**src/rtl/ram_arb_pkg.sv**
```systemverilog
// Shared types and constants for the data-RAM arbiter and its clear sequencer.
package ram_arb_pkg;

  localparam int RAM_AW = 8;
  localparam int RAM_DW = 8;
  localparam logic [RAM_DW-1:0] CLR_VALUE = 8'h00;

  typedef enum logic {
    OWN_CPU = 1'b0,
    OWN_DBG = 1'b1
  } owner_e;

  typedef enum logic [1:0] {
    GNT_NONE,
    GNT_CLR,
    GNT_CPU,
    GNT_DBG
  } grant_e;

endpackage

```
**src/rtl/ram_clear_seq.sv**
```systemverilog
// Clear sweep sequencer: walks every RAM address once after a start pulse,
// reporting busy until the last address has been written.
module ram_clear_seq
  import ram_arb_pkg::*;
(
  input  logic              clk,
  input  logic              reset,
  input  logic              start,
  output logic              busy,
  output logic [RAM_AW-1:0] addr
);

  logic              busy_q, busy_d;
  logic [RAM_AW-1:0] addr_q, addr_d;

  always_comb begin
    busy_d = busy_q;
    addr_d = addr_q;
    if (busy_q) begin
      // The address wraps to 0 on the same edge that ends the sweep.
      addr_d = addr_q + RAM_AW'(1);
      if (addr_q == '1) begin
        busy_d = 1'b0;
      end
    end else if (start) begin
      busy_d = 1'b1;
      addr_d = '0;
    end
  end

  always_ff @(posedge clk) begin
    if (reset) begin
      busy_q <= 1'b0;
      addr_q <= '0;
    end else begin
      busy_q <= busy_d;
      addr_q <= addr_d;
    end
  end

  assign busy = busy_q;
  assign addr = addr_q;

endmodule

```
**src/rtl/ram_arbiter.sv**
```systemverilog
// Shares the single-port 256x8 data RAM between the CPU, the debug/loader port
// and the hardware clear engine, and routes read data back to its requester.
module ram_arbiter
  import ram_arb_pkg::*;
#(
  parameter int STARVE_MAX = 4
) (
  input  logic              Clock,
  input  logic              Reset,
  input  logic              cpu_req,
  input  logic              cpu_we,
  input  logic [RAM_AW-1:0] cpu_addr,
  input  logic [RAM_DW-1:0] cpu_wdata,
  output logic              cpu_gnt,
  output logic              cpu_stall,
  output logic              cpu_rvalid,
  output logic [RAM_DW-1:0] cpu_rdata,
  input  logic              dbg_req,
  input  logic              dbg_we,
  input  logic [RAM_AW-1:0] dbg_addr,
  input  logic [RAM_DW-1:0] dbg_wdata,
  output logic              dbg_gnt,
  output logic              dbg_rvalid,
  output logic [RAM_DW-1:0] dbg_rdata,
  input  logic              clr_start,
  output logic              clr_busy,
  output logic [RAM_AW-1:0] ram_addr,
  output logic [RAM_DW-1:0] ram_data,
  output logic              ram_wren,
  input  logic [RAM_DW-1:0] ram_q
);

  localparam logic [3:0] STARVE_LIM = 4'(STARVE_MAX);

  logic [RAM_AW-1:0] clr_addr;
  grant_e            gnt_sel;
  logic [3:0]        starve_q, starve_d;
  owner_e            owner_q, owner_d;
  logic              rd_q, rd_d;

  ram_clear_seq u_clear (
    .clk  (Clock),
    .reset(Reset),
    .start(clr_start),
    .busy (clr_busy),
    .addr (clr_addr)
  );

  always_comb begin
    gnt_sel = GNT_NONE;
    if (clr_busy) begin
      gnt_sel = GNT_CLR;
    end else if (dbg_req && (starve_q == STARVE_LIM)) begin
      gnt_sel = GNT_DBG;
    end else if (cpu_req) begin
      gnt_sel = GNT_CPU;
    end else if (dbg_req) begin
      gnt_sel = GNT_DBG;
    end
  end

  assign cpu_gnt   = (gnt_sel == GNT_CPU);
  assign dbg_gnt   = (gnt_sel == GNT_DBG);
  assign cpu_stall = cpu_req & ~cpu_gnt;

  always_comb begin
    ram_addr = cpu_addr;
    ram_data = '0;
    ram_wren = 1'b0;
    case (gnt_sel)
      GNT_CLR: begin
        ram_addr = clr_addr;
        ram_data = CLR_VALUE;
        ram_wren = 1'b1;
      end
      GNT_CPU: begin
        ram_addr = cpu_addr;
        ram_data = cpu_wdata;
        ram_wren = cpu_we;
      end
      GNT_DBG: begin
        ram_addr = dbg_addr;
        ram_data = dbg_wdata;
        ram_wren = dbg_we;
      end
      default: ;
    endcase
  end

  // Starvation count only advances while the debug port is actually waiting
  // behind a CPU grant; clear cycles freeze it.
  always_comb begin
    starve_d = starve_q;
    if (!clr_busy) begin
      if (!dbg_req || dbg_gnt) begin
        starve_d = '0;
      end else if (cpu_gnt) begin
        starve_d = starve_q + 4'd1;
      end
    end
  end

  always_comb begin
    rd_d    = 1'b0;
    owner_d = owner_q;
    if (cpu_gnt) begin
      owner_d = OWN_CPU;
      rd_d    = ~cpu_we;
    end else if (dbg_gnt) begin
      owner_d = OWN_DBG;
      rd_d    = ~dbg_we;
    end
  end

  always_ff @(posedge Clock) begin
    if (Reset) begin
      starve_q <= '0;
      owner_q  <= OWN_CPU;
      rd_q     <= 1'b0;
    end else begin
      starve_q <= starve_d;
      owner_q  <= owner_d;
      rd_q     <= rd_d;
    end
  end

  // Gating with Reset drops a read whose return cycle coincides with reset.
  assign cpu_rvalid = rd_q && (owner_q == OWN_CPU) && !Reset;
  assign dbg_rvalid = rd_q && (owner_q == OWN_DBG) && !Reset;
  assign cpu_rdata  = ram_q;
  assign dbg_rdata  = ram_q;

endmodule

```
**config.mk**
```make
export PLATFORM = sky130hd
export DESIGN_NAME = ram_arbiter
export DESIGN_NICKNAME = d
export VERILOG_FILES = /design/src/rtl/ram_arb_pkg.sv /design/src/rtl/ram_clear_seq.sv /design/src/rtl/ram_arbiter.sv
export SDC_FILE = /design/constraint.sdc
export NUM_CORES = 1
export LEC_CHECK = 0
export ABC_AREA = 1
export CORE_MARGIN = 5
export CORE_UTILIZATION = 45
export CTS_BUF_LIST = sky130_fd_sc_hd__clkbuf_16
export CTS_CLUSTER_DIAMETER = 150
export CTS_CLUSTER_SIZE = 25
export DETAILED_ROUTE_END_ITERATION = 10
export DONT_BUFFER_PORTS = 1
export PLACE_DENSITY = 0.6
export SYNTH_ARGS = -nofsm -noshare
export SYNTH_HDL_FRONTEND = slang
export SYNTH_SLANG_ARGS = --single-unit
export TNS_END_PERCENT = 50
```
**constraint.sdc**
```tcl
create_clock -name Clock -period 1.75 [get_ports Clock]
set_input_delay 0.35 -clock Clock [delete_from_list [all_inputs] [get_ports Clock]]
set_output_delay 0.35 -clock Clock [all_outputs]
set_load 0.05 [all_outputs]
```
==> metrics.csv <==
metric,value,unit
Final #Nets,258,
I/O pins,86,
initial antenna violation count,0,
Hold Path End,starve_q[1],
crit end category,primary output,
Flop pwr share,28.6,%
area of the die,3820,um2
HP Start,Reset,
P_int,0.809,mW
Max Fclk,527,MHz
Pre-antenna DRT Iters,4,
flip-flop and latch area,304,um2
Final Power,1.26,mW
reg2reg start,u_clear.busy,
CTS max path bufs,2,
Site Rows,18,
failing checks,negative setup slack,
Worst Hold Class,in -> reg,
Comb pwr share,36.2,%
H-tree depth,1,
CP Data Arrival Time,1550,ps
Post-Syn Instances,195,
Tmin final,1900,ps
status,"complete, but fails checks",
RSZ-0062 raised after global routing,yes,
nature of the critical path startpoint,flip-flop,
Buffers on Ports,0,
CTS buffer count,3,
Vias per Instance,5.36,
GRT Resource Usage Total,18.5,%
Clock Skew,0.540,ps
Synth cell types,25,
YS warnings,0,
Final WS setup,-148,ps
switching share of power,35.7,%
FF-to-FF path depth,6,
vias in the first global route,1169,
Fillers,211,
Placement Setup Slack,-66.6,ps
Setup CP Type,reg -> out,
sequential share of the synthesized area,24.8,%
Syn Std Cell Area,1210,um2
# diodes,0,
worst hold path depth,1,
# hold bufs at CTS,0,
P_leak,0.750,nW
Initial Util,47.9,%
Yosys reg bits,15,
core area,2520,um2
r2r endpoint,u_clear.addr[6],
clock slew at reported path FFs,50,ps
Avg WL per Cell,15.4,um
die width,61.8,um
Area Growth Syn to Fin,39.0,%
syn_nets,245,
max_cap viols,0,
"Clk Latency, worst-skew pair",240,ps
Placer Congestion,0.836,
WP data required,1400,ps
Clock Root Buffer,clkbuf_16,
height of the die,61.8,um
"Slew Viols, Final",0,
final core utilization,66.6,%
final hold vios,0,
Final setup viols,20,
Iter 0 DRT Violations,34,
DR vias,1271,
DRC violations left,0,
total grt overflow,0,
Final Cycle Share,108,%
Routed Antenna Nets,0,
largest net degree at the start of global routing,17,
final wirelength,3.66,mm
Rel. slew slack,80.7,%
first-pass GRT wire length,5.26,mm
Clock Power Share,35.3,%
FF-to-FF setup slack,370,ps
pwr dens,749,nW/um2
CTS tree,yes,
Sink Count,15,
layout cells sized above 1,41.1,%
HPWL after DPL,2.63,mm
slew at the pin with the worst max-slew slack,288,ps
maximum fanout along the worst path,5,
P_sw,0.450,mW
multi-input gate area in the final layout,857,um2
Max rail drop VDD,0.000476,V
mean area per synthesized cell,6.20,um2
[synthesized netlist by cell type]
master | count | area (um2)
a21oi_1 | 13 | 65.1
a22oi_1 | 1 | 7.51
a41oi_1 | 1 | 8.76
buf_12 | 1 | 20.0
buf_2 | 3 | 15.0
buf_4 | 18 | 135
clkinv_1 | 1 | 3.75
dfxtp_1 | 15 | 300
ha_1 | 3 | 37.5
inv_1 | 14 | 52.6
inv_2 | 3 | 11.3
inv_6 | 1 | 8.76
nand2_1 | 69 | 259
nand2_2 | 5 | 31.3
nand2_4 | 2 | 22.5
nand3_1 | 16 | 80.1
nand3_2 | 1 | 10.0
nand3b_1 | 1 | 7.51
nand4_1 | 3 | 18.8
nand4_2 | 1 | 12.5
nor2_1 | 13 | 48.8
nor2_2 | 1 | 6.26
nor3_1 | 4 | 20.0
o21ai_0 | 4 | 20.0
or2_0 | 1 | 6.26
[cell families (layout without fill, tap and decap cells)]
group                      count (synthesis)  in the layout  share of synthesized area, %
adders and majority gates                  3              3                          3.11
and+or+nand+nor                          117            117                          43.3
buffers and inverters                     41             53                          20.4
DFF                                       15             15                          24.8
AOI/OAI and AO/OA                         19             19                          8.39
[layout by cell type (no fill, tap or decap), drive strengths merged, types with 3 or more instances in the layout]
cell,instances
dfxtp,15
nand3,17
o21ai,4
nor3,4
nor2,14
ha,3
clkbuf,3
nand4,4
nand2,76
a21oi,13
inv,21
buf,27
[stage by stage]
step | area (um2) | setup TNS, ps | std cells | hold slack, ps
after floorplan | 1280 | -614 | 195 | 461
after global placement | 1340 | -26.7 | 223 | 422
after detailed placement | 1340 | -439 | 223 | 423
after CTS | 1560 | -1740 | 232 | 162
after global routing | 1680 | -3350 | 237 | 159
final | 1680 | -2240 | 237 | 162
[metal layers]
layer  up-vias  GRT usage (%)  part of all wire, %
li1        633              -                    -
met1       578           19.6                   35
met2        58           35.9                   53
met3         2           4.13                   12
met4         0           5.76                 0.33
met5         -              0                    0
[power groups by stage]
stage | sequential (mW) | clock, mW | combinational (mW)
after floorplan | 0.368 | 0 | 0.384
after global placement | 0.365 | 0 | 0.371
after detailed placement | 0.365 | 0 | 0.375
after CTS | 0.360 | 0.449 | 0.416
after global routing | 0.361 | 0.473 | 0.480
final | 0.360 | 0.444 | 0.455
[worst max path at each step]
stage / end / cells after the start / start
after floorplan: cpu_rvalid / 2 / Reset
after global routing: ram_addr[5] / 9 / starve_q[0]
after detailed placement: ram_addr[2] / 8 / starve_q[0]
final: ram_addr[7] / 9 / starve_q[0]
after global placement: ram_addr[2] / 8 / starve_q[0]
after CTS: ram_addr[5] / 9 / starve_q[1]
[timing repair]
action	in CTS	in global routing
pin swaps	21	15
cloned	2	1
resized for setup	29	18
setup endpoints to repair	20	20
setup buffers	3	5
[cell type report]
class	count	area share, %
sequential	15	18.1
multi-input combinational	139	51.0
inverter	19	4.84
timing repair inverter	3	1.19
clock inverter	1	0.223
timing repair buffer	27	17.9
clock buffer	3	4.47
tap	30	2.23
[critical path: stages (launching register included)]
cell     delay, ps
dfxtp_2        330
inv_2           50
ha_4           170
nand4_4        100
nand2_4         90
nor2_4         130
buf_12         130
nand2_1         50
nand3_1         80
buf_6          160
[registers in the layout, indices dropped and copies added (netlist names)]
| signal | cells |
|---|---|
| owner_q | 1 |
| rd_q | 1 |
| starve_q | 4 |
| u_clear.addr | 8 |
| u_clear.busy | 1 |
Note: power is estimated with default switching activity, not from simulation.
